File: src/rtl/wallace_operand_feeder.sv
// Operand feeder for the six-operand 8-bit Wallace tree: collects six beats, bit-slices them
// to the tree, captures the sum and returns it. Optional sum cross-check: WALLACE_SELF_CHECK_EN.
module wallace_operand_feeder #(
    parameter int OP_W  = 8,
    parameter int N_OPS = 6,
    parameter int SUM_W = 11
) (
    input  logic                  clk,
    input  logic                  rst_n,
    input  logic                  in_valid,
    output logic                  in_ready,
    input  logic [OP_W-1:0]       in_data,
    output logic [OP_W*N_OPS-1:0] tree_x,
    input  logic [SUM_W-1:0]      tree_s,
    output logic                  out_valid,
    input  logic                  out_ready,
    output logic [SUM_W-1:0]      out_sum,
`ifdef WALLACE_SELF_CHECK_EN
    output logic                  chk_err,
`endif
    output logic                  busy
);

    // Handshake: a beat transfers on a rising edge where valid && ready are both high;
    // valid never depends on ready, and out_sum holds while out_valid && !out_ready.

    localparam int CNT_W = $clog2(N_OPS);
    localparam logic [CNT_W-1:0] LAST = CNT_W'(N_OPS - 1);

    typedef enum logic [1:0] {
        COLLECT = 2'd0,
        SETTLE  = 2'd1,
        HOLD    = 2'd2
    } state_t;

    state_t             state_q, state_d;
    logic [CNT_W-1:0]   count_q, count_d;
    logic [OP_W-1:0]    ops_q [N_OPS];
    logic [OP_W-1:0]    ops_d [N_OPS];
    logic [SUM_W-1:0]   out_sum_q, out_sum_d;
    logic               chk_err_d;

`ifdef WALLACE_SELF_CHECK_EN
    logic               chk_err_q;
    logic [SUM_W-1:0]   beh_sum;

    always_comb begin
        beh_sum = '0;
        for (int j = 0; j < N_OPS; j++) begin
            beh_sum = beh_sum + SUM_W'(ops_q[j]);
        end
    end

    assign chk_err = chk_err_q;
`endif

    // Pure rewiring into the tree's bit-sliced order: bit N_OPS*i+j is bit i of operand j.
    always_comb begin
        tree_x = '0;
        for (int i = 0; i < OP_W; i++) begin
            for (int j = 0; j < N_OPS; j++) begin
                tree_x[N_OPS*i + j] = ops_q[j][i];
            end
        end
    end

    always_comb begin
        state_d   = state_q;
        count_d   = count_q;
        ops_d     = ops_q;
        out_sum_d = out_sum_q;
        chk_err_d = 1'b0;
        case (state_q)
            COLLECT: begin
                if (in_valid) begin
                    ops_d[count_q] = in_data;
                    if (count_q == LAST) begin
                        count_d = '0;
                        state_d = SETTLE;
                    end else begin
                        count_d = count_q + CNT_W'(1);
                    end
                end
            end
            SETTLE: begin
                out_sum_d = tree_s;
                state_d   = HOLD;
`ifdef WALLACE_SELF_CHECK_EN
                chk_err_d = (beh_sum != tree_s);
`endif
            end
            HOLD: begin
                if (out_ready) begin
                    for (int j = 0; j < N_OPS; j++) begin
                        ops_d[j] = '0;
                    end
                    state_d = COLLECT;
                end
            end
            default: begin
                state_d = COLLECT;
                count_d = '0;
            end
        endcase
    end

    always_ff @(posedge clk or negedge rst_n) begin
        if (!rst_n) begin
            state_q   <= COLLECT;
            count_q   <= '0;
            out_sum_q <= '0;
            for (int j = 0; j < N_OPS; j++) begin
                ops_q[j] <= '0;
            end
`ifdef WALLACE_SELF_CHECK_EN
            chk_err_q <= 1'b0;
`endif
        end else begin
            state_q   <= state_d;
            count_q   <= count_d;
            out_sum_q <= out_sum_d;
            for (int j = 0; j < N_OPS; j++) begin
                ops_q[j] <= ops_d[j];
            end
`ifdef WALLACE_SELF_CHECK_EN
            chk_err_q <= chk_err_d;
`endif
        end
    end

`ifndef WALLACE_SELF_CHECK_EN
    logic unused_chk;
    assign unused_chk = chk_err_d;
`endif

    assign in_ready  = (state_q == COLLECT);
    assign out_valid = (state_q == HOLD);
    assign out_sum   = out_sum_q;
    assign busy      = (state_q != COLLECT) || (count_q != '0);

endmodule

File: config.mk
export PLATFORM = sky130hd
export DESIGN_NAME = wallace_operand_feeder
export DESIGN_NICKNAME = d
export VERILOG_FILES = /design/src/rtl/wallace_operand_feeder.sv
export SDC_FILE = /design/constraint.sdc
export NUM_CORES = 1
export LEC_CHECK = 0
export BUFFER_PORTS_ARGS = -buffer_cell sky130_fd_sc_hd__buf_4
export CAP_MARGIN = 20
export CORE_UTILIZATION = 50
export CTS_CLUSTER_SIZE = 20
export DETAILED_ROUTE_END_ITERATION = 12
export GPL_ROUTABILITY_DRIVEN = 0
export PLACE_DENSITY = 0.86
export SETUP_SLACK_MARGIN = 0.05
export SYNTH_ARGS = -nofsm -noshare
export SYNTH_HDL_FRONTEND = slang
export SYNTH_SLANG_ARGS = --single-unit
File: constraint.sdc
create_clock -name clk -period 4.4 [get_ports clk]
set_input_delay 0.88 -clock clk [delete_from_list [all_inputs] [get_ports clk]]
set_output_delay 0.88 -clock clk [all_outputs]
set_load 0.02 [all_outputs]
== Word-level counts from Yosys, hierarchy flattened ==
Cells that the tools add are included.

* Register bits: 64
* Bits of input ports: 23
* Logic and storage cells: 43

* $add $sub $neg: 1
* $lt $le $gt $ge: 2
* Equal/unequal tests: 6
* Multiplexer cells: 13
* Bitwise logic cells: 2
* Reductions and logical operators: 10

{| class="wikitable"
|+ Operators by type and width
! operator !! count
|-
| two-way mux 48 bit || 2
|-
| case mux 48 bit (2 select lines) || 1
|-
| bitwise mux 48 bit || 1
|-
| demux 8 bit (select 3 bit) || 1
|-
| two-way mux 8 bit || 1
|-
| two-way mux 2 bit || 3
|-
| two-way mux 3 bit || 2
|-
| case mux 2 bit (3 select lines) || 1
|-
| case mux 3 bit (2 select lines) || 1
|-
| AND reduction 3 bit || 2
|-
| greater-or-equal comparator 4 bit (second input constant) || 1
|-
| < comparator 4 x 1 -> 1 bit (second input constant) || 1
|-
| inequality test 2 x 1 -> 1 bit (second input constant) || 2
|-
| NOT 3 -> 4 bit || 1
|-
| nonzero test 2 bit || 2
|-
| adder 3 x 1 -> 3 bit (second input constant) || 1
|-
| equality test 3 bit (second input constant) || 1
|-
| nonzero test 3 bit || 1
|-
| equality test 2 x 1 -> 1 bit (second input constant) || 1
|-
| equality test 2 bit (second input constant) || 1
|-
| zero test 2 bit || 1
|-
| inequality test 2 bit (second input constant) || 1
|-
| AND reduction 2 bit || 1
|-
| OR reduction 2 bit || 1
|-
| other kinds (3) || 3
|}

== Longest topological paths before layout ==
Gate-level depths: netlist of the first run.

* Depth after elaboration: 8
* Mapped depth: 7
* Mapped depth without buffers: 5

== Worst setup path before layout of the first run ==
Ideal clock, no wire load.

* Path type: flip-flop to flip-flop
* Start: register state_q[0]
* End: register ops_q (netlist bit tree_x[23])
* Library setup time: 0.104 ns
* Data arrival time: 1.780 ns
* Data required time: 4.296 ns
* Setup slack: 2.516 ns
* Stages on the path, launching flop included: 8
* Clock period less this slack: 1.884 ns
* Path through: dfrtp_1 -> inv_1 -> ha_1 -> mux2i_1 -> or2_1 -> buf_6 -> buf_6 -> o311ai_1

* Cells in the longest elaborated chain, start to end: 3
* Elaborated cells between the ends (all ways): 7
* Those cells by class: 3 x eq/ne; 1 x mux; 3 x reduce/logical

{| class="wikitable"
|+ Ends and longest elaborated chain
! item !! line !! source
|-
| start: declaration || 36 || <nowiki>state_t state_q, state_d;</nowiki>
|-
| start signal: assignment || 119 || <nowiki>state_q <= state_d;</nowiki>
|-
| zero test 2 bit * || - ||
|-
| via in_ready || 11 || <nowiki>output logic in_ready,</nowiki>
|-
| inequality test 2 bit (no line) or nonzero test 2 bit (tied branches) || - ||
|-
| AND reduction 3 bit (no line) || - ||
|-
| end signal: indexed assignment || 123 || <nowiki>ops_q[j] <= ops_d[j];</nowiki>
|-
| end: declaration || 38 || <nowiki>logic [OP_W-1:0] ops_q [N_OPS];</nowiki>
|}

The timed path passes the listed nets; every way through them passes the cells marked *.
A chain may end at the register's enable or synchronous reset.

== Final worst setup path of the first run ==
* Start: register state_q[0]
* End: register ops_q (netlist bit tree_x[19])

* Cells in the longest elaborated chain, start to end: 3
* Elaborated cells between the ends (all ways): 7
* Those cells by class: 3 x eq/ne; 1 x mux; 3 x reduce/logical

{| class="wikitable"
|+ Ends and longest elaborated chain
! item !! line !! source
|-
| equality test 2 bit or zero test 2 bit (tied branches) || 73 || <nowiki>case (state_q)</nowiki>
|-
| inequality test 2 x 1 -> 1 bit (no line) (tied with other cells) || - ||
|-
| AND reduction 3 bit (no line) || - ||
|}

Several ways; a longest one is shown, not always the timed one.

==> results.txt, run 1 <==
The maximum level of the CTS H-tree came out at 3. The slack of the worst reg-to-reg path is 1.69 ns. Cells with a size suffix above 1 make up 33.7% of the layout. The final hold violation count is 0.

The layout-stage area growth over the synthesis result is 22.6%. The total routing resource utilization after global routing is 25.4%. Setup repair after global routing left no endpoint under its margin. The top cell types in the final layout, fill and taps aside, are buf_4, dfrtp_1, nand3b_1. Together, buffers and inverters on the worst path number 3. The buffer levels on the longest clock path came out at 2.

The flow ran to the end, and the final reports show no timing, DRC or antenna violations. The number of nets in the synthesized netlist is 325. By startpoint and endpoint, the worst setup path is classified as flip-flop to flip-flop. The initial antenna violation count came out at 0. The count of cell types in the netlist came out at 29. The number of hold buffers added after CTS is 0. The largest stage delay on the critical path came out at 0.43 ns.

The maximum number of pins on one net before global-route repair came out at 65. In this run the worst hold path is classified as flip-flop to flip-flop. After clock tree synthesis, the repair step resized 0 gates. The first-pass GRT wire length is 14.0 mm. The top-level I/O count came out at 85. The total grt overflow came out at 0. TritonCTS created 9 clock buffers. The analysis attributes to cell leakage a power of 0.00163 uW. Dividing total power by cell area gives a power density of 861 nW/um^2. On the final layout, the worst clock skew is 0.00816 ns. The clock sink total came out at 64. The total wire length after detailed routing came out at 8.58 mm. The arrival time reported for the critical path endpoint is 2.89 ns. The final cell count without fillers is 442. Measured along the x axis, the die boundary spans 83.3 um. The die outline height is 83.3 um.

The vias after detailed routing came out at 2801. The worst setup path is launched from a flip-flop. Leaving out fill and tap cells, the most frequent cell in the layout is buf_4. The transition time of the tightest slew-check pin is 1.10 ns.

The average via count per standard cell came out at 6.34. The largest vdd supply drop came out at 0.610 mV. For this block, the initial DRC count from the detailed router was 309.

The number of optimization iterations in the first detailed-route pass is 5. The count of inserted antenna diode cells came out at 0. The number of global-route vias before repair was 2692. The TritonCTS clock tree is yes. The half-perimeter wire length after detailed placement came out at 5.38 mm.

The cell at the root of the clock tree is clkbuf_8. On the critical path the largest part of the delay comes from buffers and inverters. The remaining design rule violation count came out at 0.

The max-cap violation count is 0. The register area share after synthesis came out at 48.4%. Synthesis inferred 64 register bits.

The area of the mapped netlist came out at 3310 um^2. The share of the cycle needed by the critical path after routing is 61.7%. The number of buffers inserted by post-CTS setup repair is 0. The total of buffers placed on input and output ports is 84. Among all stages on the critical path, the largest delay is contributed by buf_4. The cell with the most instances on the worst path is buf_4.

The worst setup slack after placement came out at 1.66 ns. The number of cells produced by synthesis is 296. Setup violations remaining at the end of the flow were counted as 0. The maximum fanout count along the critical path came out at 49. The floorplan step defined a core boundary enclosing 6390 um^2. The critical path goes through inv_1 > ha_1 > mux2i_4 > buf_4 > or2_1 > buf_4 > o311ai_0. After detailed routing, the average wire length per cell comes to 19.4 um. Each instance of the synthesized netlist takes up on average 11.2 um^2. The critical path data required time came out at 4.57 ns. The total negative slack for setup checks came out at 0 ns.

The upper clock frequency limit came out at 0.368 GHz. The endpoint kind of the worst setup timing path is a flip-flop. The final antenna-violating net count is 0. The worst-case setup margin in the final layout came out at 1.69 ns. The initialized floorplan defines 29 standard-cell rows.

The clock input transition at the sequential cells of the worst setup and hold paths is 0.07 ns. During synthesis, Yosys emitted a total of 0 warnings. The number of nets in the finished design came out at 389. Counting tap cells, the placed design contains a total of 426 instances.

The worst pin sits at a relative slew slack of 26.8%. The floorplan die area is 6950 um^2. After layout, the minimum clock period comes to 2.71 ns. The initial utilization of the core area, before any placement, comes to 51.8%. The number of slew-limit violations in the final report is 0. The insertion delay to the later sink of the worst-skew pair came out at 0.35 ns.
[sequential cells by signal, indices dropped and copies added, names as in the netlist]
| register | cells |
|---|---|
| out_sum | 11 |
| tree_x | 48 |
| count_q | 3 |
| state_q | 2 |
[metrics by stage]
step	instance area, um^2	utilization, %	total power (uW)	hold WS (ns)
after floorplan	3310	-	2410	0.534
after global placement	3870	60.6	2880	0.491
after detailed placement	3870	60.6	2980	0.497
after CTS	4060	63.5	3490	0.514
after global routing	4060	63.5	3720	0.530
final	4060	63.5	3490	0.510
[Yosys cell counts, drive strengths merged]
master	instances	area [um^2]
o21ai	50	250
nand2b	9	56.3
dfrtp	64	1600
or2	2	12.5
nand3b	50	375
o32ai	2	17.5
clkbuf	23	90.1
or3	1	6.26
nor3	1	5.00
mux2	13	146
nor2b	2	12.5
ha	6	75.1
nand4b	1	8.76
or3b	3	26.3
a21oi	1	5.00
buf	12	123
inv	4	15.0
mux2i	1	10.0
nand2	1	3.75
a22o	2	17.5
o311ai	48	450
[worst paths after layout]
| path | to | from | depth (start not counted) |
|---|---|---|---|
| worst max-delay path | tree_x[19]$_DFFE_PN0P_ | state_q[0]$_DFFE_PN0P_ | 7 |
| worst min-delay path | out_sum[8]$_DFFE_PN0N_ | out_sum[8]$_DFFE_PN0N_ | 1 |
| worst max register to register | tree_x[19]$_DFFE_PN0P_ | state_q[0]$_DFFE_PN0P_ | 7 |
| worst min register to register | out_sum[8]$_DFFE_PN0N_ | out_sum[8]$_DFFE_PN0N_ | 1 |
| max in group asynchronous | tree_x[16]$_DFFE_PN0P_ | rst_n | 1 |
| min in group asynchronous | tree_x[38]$_DFFE_PN0P_ | rst_n | 1 |
[per-layer routing]
metal  share of wire (%)  track usage [%]  wire length (um)  vias to the layer above
met5                   0                0                 0                        -
met4                 1.2             9.25               101                        0
met3                 6.8             5.96               585                       13
met2                  49             39.2              4210                      128
met1                  43             34.9              3690                     1395
li1                    -                -                 -                     1265
[cell families after synthesis]
kind of cell	count (synthesis)	synth area share, %
buffers and inverters	39	6.88
AO/OA/AOI/OAI	103	22.4
adder cells (fa/ha/maj)	6	2.27
multiplexers	14	4.73
flip-flops	64	48.4
AND/OR/NAND/NOR	70	15.3
[power breakdown]
group	leakage (uW)	total, uW	internal, uW	switching [uW]
sequential	0.000674	1030	834	195
clock	0.0000920	497	259	239
combinational	0.000862	1960	823	1140
total	0.00163	3490	1920	1570
[final cells by class]
class                           instances  area, um^2
Clock inverter                          6        60.1
Inverter                                4        15.0
Multi-Input combinational cell        193        1490
Clock buffer                           10         128
Fill cell                             522        2330
Tap cell                               77        96.3
Sequential cell                        64        1600
Timing Repair Buffer                   88         661
No activity file was read; power rests on OpenSTA's default activity.
==> run 2, diff against run 1 <==
--- a/config.mk
+++ b/config.mk
@@ -7,7 +7,7 @@
 export LEC_CHECK = 0
 export BUFFER_PORTS_ARGS = -buffer_cell sky130_fd_sc_hd__buf_4
 export CAP_MARGIN = 20
-export CORE_UTILIZATION = 50
+export CORE_UTILIZATION = 48
 export CTS_CLUSTER_SIZE = 20
 export DETAILED_ROUTE_END_ITERATION = 12
 export GPL_ROUTABILITY_DRIVEN = 0
==> constraint.sdc (replaced) <==
create_clock -name clk -period 2.3 [get_ports clk]
set_input_delay 0.46 -clock clk [delete_from_list [all_inputs] [get_ports clk]]
set_output_delay 0.46 -clock clk [all_outputs]
set_load 0.02 [all_outputs]
==> run 2 against run 1 <==
- register-to-register slack worse by 1.4 ns
- final area up 0.43%
- core utilization down 0.79 points
- maximum frequency up 37%
- clock-buffer cell count up 1
- flip-flop and latch count unchanged
- routed wire length up 0.63%
- clock power up 80%
- critical path depth down 1
- final cell count up 0.23%
- clock skew about the same
==> results.txt, run 2 (same netlist as run 1, synthesis figures left out) <==
The TritonCTS clock tree is yes. The number of antenna diodes in the final layout is 0. In this run the standard cell core region covers 6490 um^2. The detail route stage leaves a number of antenna-violating nets equal to 0. The buffers plus inverters on the worst setup path came out at 2. Max-cap violations in this run came to 0.

The die outline height came out at 85.0 um. Broken down by cell family, the worst path's largest delay share belongs to flip-flops. The maximum number of pins on one net before global-route repair is 65. The total clock buffers created by CTS is 9. For this run, the top clock speed supported by timing is 0.504 GHz. The worst slew slack as a fraction of its limit is 46.3%. The average wire per standard cell came out at 19.5 um. The area growth from synthesis to layout is 23.1%. The type of the worst setup path is flip-flop to flip-flop. The clock input transition at the sequential cells of the worst setup and hold paths came out at 0.08 ns. The slack of the worst reg-to-reg path came out at 0.32 ns.

STA classifies the critical path startpoint as a flip-flop. The total instance count after detailed placement is 427. The clock tree skew after final layout came out at 0.00784 ns.

In this design, the stage delay of the slowest critical-path cell is 0.41 ns. The first detailed-routing pass took 5 iterations. The leakage power summed over all cells is 0.00164 uW. After floorplanning, the core was divided into 29 placement rows. The count of routing violations after the opening detailed-route iteration came out at 250. The tree is rooted in a clkbuf_8. The half-perimeter wire length after detailed placement is 5.41 mm. The number of hold buffers added after CTS is 0. The slowest stage of the critical path is the dfrtp_1 cell. The total negative slack for setup checks is 0 ns. The final hold violation count came out at 0. The worst register-to-register path has a depth of 6. The worst setup path is captured at a flip-flop. The remaining design rule violation count came out at 0.

In the final design database the tool counted 390 nets. The final-report setup violation count is 0. The first-pass GRT wire length is 14.1 mm. The largest vdd supply drop is 0.913 mV. The layout has 541 filler cells. The flow ran to the end, and the final reports show no timing, DRC or antenna violations.

The launch point of the worst reg-to-reg path is state_q[1]$_DFFE_PN0P_. The floorplan step set the die width to 85.0 um. The top-level I/O count is 85. The maximum fanout count along the critical path came out at 27. The total of buffers placed on input and output ports is 84.

At the pin with the least slew margin, the transition time is 0.806 ns. The buffer levels on the longest clock path came out at 2. In this run the worst hold path is classified as primary input to async pin. The floorplan step defined a die boundary enclosing 7230 um^2. The number of buffers inserted by post-CTS setup repair came out at 0. The critical path depth came out at 6.

After detailed routing, the number of vias per cell comes to 6.37. The vias after detailed routing came out at 2821. The number of slew-limit violations in the final report is 0. The critical path goes through inv_1 > ha_1 > mux2i_4 > or2_1 > buf_4 > o311ai_0. The maximum level of the CTS H-tree came out at 3.

The share of the cycle needed by the critical path after routing is 86.3%. The overall power is 6660 uW. Setup repair after global routing left no endpoint under its margin. The number of global-route vias before repair came to 2813. Global routing used 24.9% of the available tracks. The minimum clock period after layout is 1.98 ns. Clock latency on the worst-skew pair, taken at its later pin, is 0.34 ns. For this block, the routed nets add up to 8.63 mm of wire. The arrival time reported for the critical path endpoint came out at 2.19 ns. The critical path data required time came out at 2.51 ns. The post-cts repair resize count came out at 0. Leaving out filler cells and counting taps, the final layout contains 443. Once the floorplan was initialized, standard cells occupied 50.9% of the core. Summed over all layers, the global routing overflow is 0. In this run the power density over the cells is 1640 nW/um^2. The share of layout cells above drive strength 1 came out at 34.4%.

In the layout the commonest cells are buf_4, dfrtp_1, nand3b_1. The launch point of the critical path is state_q[1]$_DFFE_PN0P_. Leaving out fill and tap cells, the most frequent cell in the layout is buf_4.

Measured on the finished design, the core utilization comes to 62.7%. The initial antenna violation count is 0. The number of flip-flops in the largest register is 48. Clock tree synthesis found a total of 64 sinks.
==> run 2: cell count changes in the layout (fill, tap and decap cells not counted) <==
cell,previous run,this run
buf_12,0,1
bufinv_16,1,0
clkbuf_1,1,0
clkbuf_8,9,11
clkinv_4,0,1
clkinvlp_4,2,1
ha_1,6,5
ha_2,0,1
==> run 2: cell type report <==
class                           count  area, um^2  area share, %
Clock buffer                       11         151           3.72
Inverter                            4        15.0          0.369
Sequential cell                    64        1600           39.3
Timing Repair Buffer               89         681           16.7
Clock inverter                      5        31.3          0.768
Multi-Input combinational cell    193        1500           36.7
Tap cell                           77        96.3           2.37
==> run 2: path summary, 6_finish.rpt <==
kind / end
setup / recovery: tree_x[11]$_DFFE_PN0P_
setup reg to reg: tree_x[11]$_DFFE_PN0P_
max in group asynchronous: tree_x[16]$_DFFE_PN0P_
hold / removal: tree_x[38]$_DFFE_PN0P_
hold reg to reg: out_sum[8]$_DFFE_PN0N_
min in group clk: out_sum[6]$_DFFE_PN0N_
==> run 2: through the flow <==
| stage | hold slack [ns] | setup slack [ns] | cell area (um^2) |
|---|---|---|---|
| floorplan | 0.164 | 0.416 | 3310 |
| global placement | 0.492 | 0.335 | 3890 |
| detailed placement | 0.497 | 0.226 | 3890 |
| CTS | 0.231 | 0.223 | 4070 |
| global route | 0.245 | 0.149 | 4070 |
| finish | 0.190 | 0.316 | 4070 |
==> run 2: power breakdown <==
| part | switching (uW) | internal (uW) | total (uW) | leakage [uW] |
|---|---|---|---|---|
| Combinational | 2190 | 1610 | 3790 | 0.000868 |
| Clock | 447 | 446 | 893 | 0.0000951 |
| Sequential | 383 | 1600 | 1980 | 0.000674 |
==> run 2: layer usage <==
metal,GRT usage [%],routed length (um),vias up
li1,-,-,1279
met4,9.55,126,0
met3,6.23,541,13
met5,0,0,-
met1,33.3,3660,1411
met2,39.3,4300,118
==> run 3, diff against run 2 <==
==> constraint.sdc (replaced) <==
create_clock -name clk -period 1.8 [get_ports clk]
set_input_delay 0.36 -clock clk [delete_from_list [all_inputs] [get_ports clk]]
set_output_delay 0.36 -clock clk [all_outputs]
set_load 0.02 [all_outputs]
==> run 3 against run 2 <==
- routed wire length rose by 6.8%
- critical endpoint is now tree_x[39]$_DFFE_PN0P_
- setup slack worse by 0.30 ns
- global-route usage grew 0.23 points
- non-clock buffer count increased by 12
- first-iteration DRC count rose by 27%
==> results.txt, run 3 (same netlist as run 1, synthesis figures left out) <==
The worst setup slack after placement came out at -0.118 ns. In this run the vertical extent of the chip is 85.0 um. The arrival time reported for the critical path endpoint is 1.98 ns. Once routing completed, OpenROAD measured the worst setup slack at 0.0148 ns. The buffer levels on the longest clock path came out at 2. The floorplan die area came out at 7230 um^2. The total wire length after detailed routing came out at 9.22 mm. The slack of the worst reg-to-reg path came out at 0.01 ns.

The maximum number of pins on one net before global-route repair is 49. The flow ran to the end, and the final reports show no timing, DRC or antenna violations. The initial standard-cell utilization of the core is 50.9%. Using the TritonRoute via totals, the vias-per-cell ratio works out to 6.56. The transition time of the tightest slew-check pin is 0.600 ns.

The number of global-route vias before repair came out at 2797. The clock input transition at the sequential cells of the worst setup and hold paths is 0.07 ns. The max-cap violation count came out at 0.

The global routing usage on met3 came out at 6.91%. The most common cell after layout, fill and taps aside is buf_4. In this run the worst path has a maximum fanout of 48. VDD sags by at most 1.67 mV. The number of flip-flops in the largest register is 48.

At the later pin of the worst-skew pair, clock insertion delay measures 0.35 ns. The clock tree synthesis step divided the H-tree into 3 levels. The critical path data required time is 1.99 ns.

The final-report setup violation count came out at 0. The worst setup path is of the flip-flop to flip-flop kind. Leaving out filler cells and counting taps, the final layout contains 453. The path class of the lowest-slack min-delay path is primary input to flip-flop.

The power share of the combinational group came out at 62.3%. The number of slew-limit violations in the final report came out at 0. For this run, global-route usage on met2 was measured as 40.5%.

The clock power share is 11.2%. Internal power comes to 5130 uW. The global-route track usage on met1 came out at 32.3%.

The die boundary width is 85.0 um. For this block, the via count after detailed routing is 2971. The portion of total power attributed to sequential cells is 26.4%.

Relative to the synthesized area, the layout overhead comes to 35.2%. The minimum clock period after layout came out at 1.79 ns. The count of routing violations after the opening detailed-route iteration came out at 317. The floorplan row count came out at 29. STA classifies the critical path endpoint as a flip-flop.

The final hold violation count is 0. The most heavily used metal layer in global routing is met2. The top-level I/O count is 85.

The number of optimization iterations in the first detailed-route pass is 5. The top cell types in the final layout, fill and taps aside, are buf_4, dfrtp_1, nand3b_1. Buffers inserted during clock tree synthesis total 9. The worst setup path is launched from a flip-flop. During placement, the flow inserted port buffers numbering 84.

After layout, the worst path uses 99.2% of the clock period. The clock tree skew after final layout came out at 0.0116 ns. The tree built by TritonCTS fans out to 64 sinks. In this run the power spent charging and discharging nets is 4450 uW. The core utilization of the finished layout came out at 68.9%. The worst slew slack as a fraction of its limit came out at 60.0%. The leakage power summed over all cells is 0.00173 uW.

The share of layout cells above drive strength 1 came out at 47.1%. The count of inserted antenna diode cells came out at 0. The cell area after placement is 4010 um^2. Global routing consumed, over all layers together, 25.2% of the routing resources. The root buffer cell chosen for the clock tree is clkbuf_8.

After detailed routing, the number of remaining DRC violations is 0. The upper clock frequency limit is 0.560 GHz. Setup repair after global routing could not meet its margin everywhere. The number of nets in the finished design is 402. The final antenna-violating net count is 0. The initial antenna violation count came out at 0. The region available for standard cell placement spans 6490 um^2.

The power density of the placed cells is 2140 nW/um^2. The total instance count after detailed placement came out at 436. The design area came out at 4470 um^2.

The first-pass GRT wire length came out at 14.1 mm. The half-perimeter wire length after detailed placement came out at 5.66 mm. TritonCTS built the clock tree. The average wire per standard cell came out at 20.3 um. The total grt overflow came out at 0. The net switching share of the total power came out at 46.5%.
==> run 3: what timing repair did <==
action / 4_1_cts / 5_1_grt
pin swaps: 0 / 1
hold endpoints to repair: 28 / 0
gates resized for setup: 25 / 46
hold buffers: 1 / 0
setup buffers: 1 / 1
setup endpoints to repair: 45 / 53
==> run 3: final cells by class <==
class	instances	area, um^2
sequential	64	1600
inverter	4	15.0
clock buffer	10	138
clock inverter	4	22.5
timing repair buffer	101	806
tap	77	96.3
multi-input combinational	193	1790
fill	464	2020
==> run 3: path summary, 6_finish.rpt <==
path	startpoint	to	depth (start not counted)
setup reg to reg	state_q[1]$_DFFE_PN0P_	tree_x[39]$_DFFE_PN0P_	6
hold reg to reg	out_sum[5]$_DFFE_PN0N_	out_sum[5]$_DFFE_PN0N_	1
max in group asynchronous	rst_n	count_q[0]$_DFFE_PN0P_	3
hold / removal	tree_s[1]	out_sum[1]$_DFFE_PN0N_	2
min in group asynchronous	rst_n	out_sum[8]$_DFFE_PN0N_	2
setup / recovery	state_q[1]$_DFFE_PN0P_	tree_x[39]$_DFFE_PN0P_	6
==> run 3: per-layer routing <==
layer,up-vias,wire (um)
met3,19,714
met2,164,4550
met1,1491,3760
met5,-,0
li1,1297,-
met4,0,189
==> run 3: power by group through the flow <==
stage	combinational [uW]	clock [uW]	sequential, uW
2_1_floorplan	2950	0	3020
5_1_grt	6390	1150	2610
4_1_cts	5220	1070	2520
3_3_place_gp	4810	0	2500
6_report	5970	1070	2530
3_5_place_dp	5000	0	2540
==> run 3: metrics by stage <==
stage | total power [uW] | setup TNS [ns] | hold slack, ns
after floorplan | 5970 | 0 | 0.0644
after global placement | 7310 | 0 | 0.310
after detailed placement | 7540 | -0.860 | 0.312
after CTS | 8810 | 0 | 0.238
after global routing | 10200 | -0.0489 | 0.240
final | 9580 | 0 | 0.249
==> run 3: critical path: stages, from the launching register on <==
cell and delay (ns):
dfrtp_1 0.41, buf_4 0.15, ha_4 0.17, mux2i_4 0.18, buf_6 0.20, o21ai_0 0.36
o311ai_4 0.15
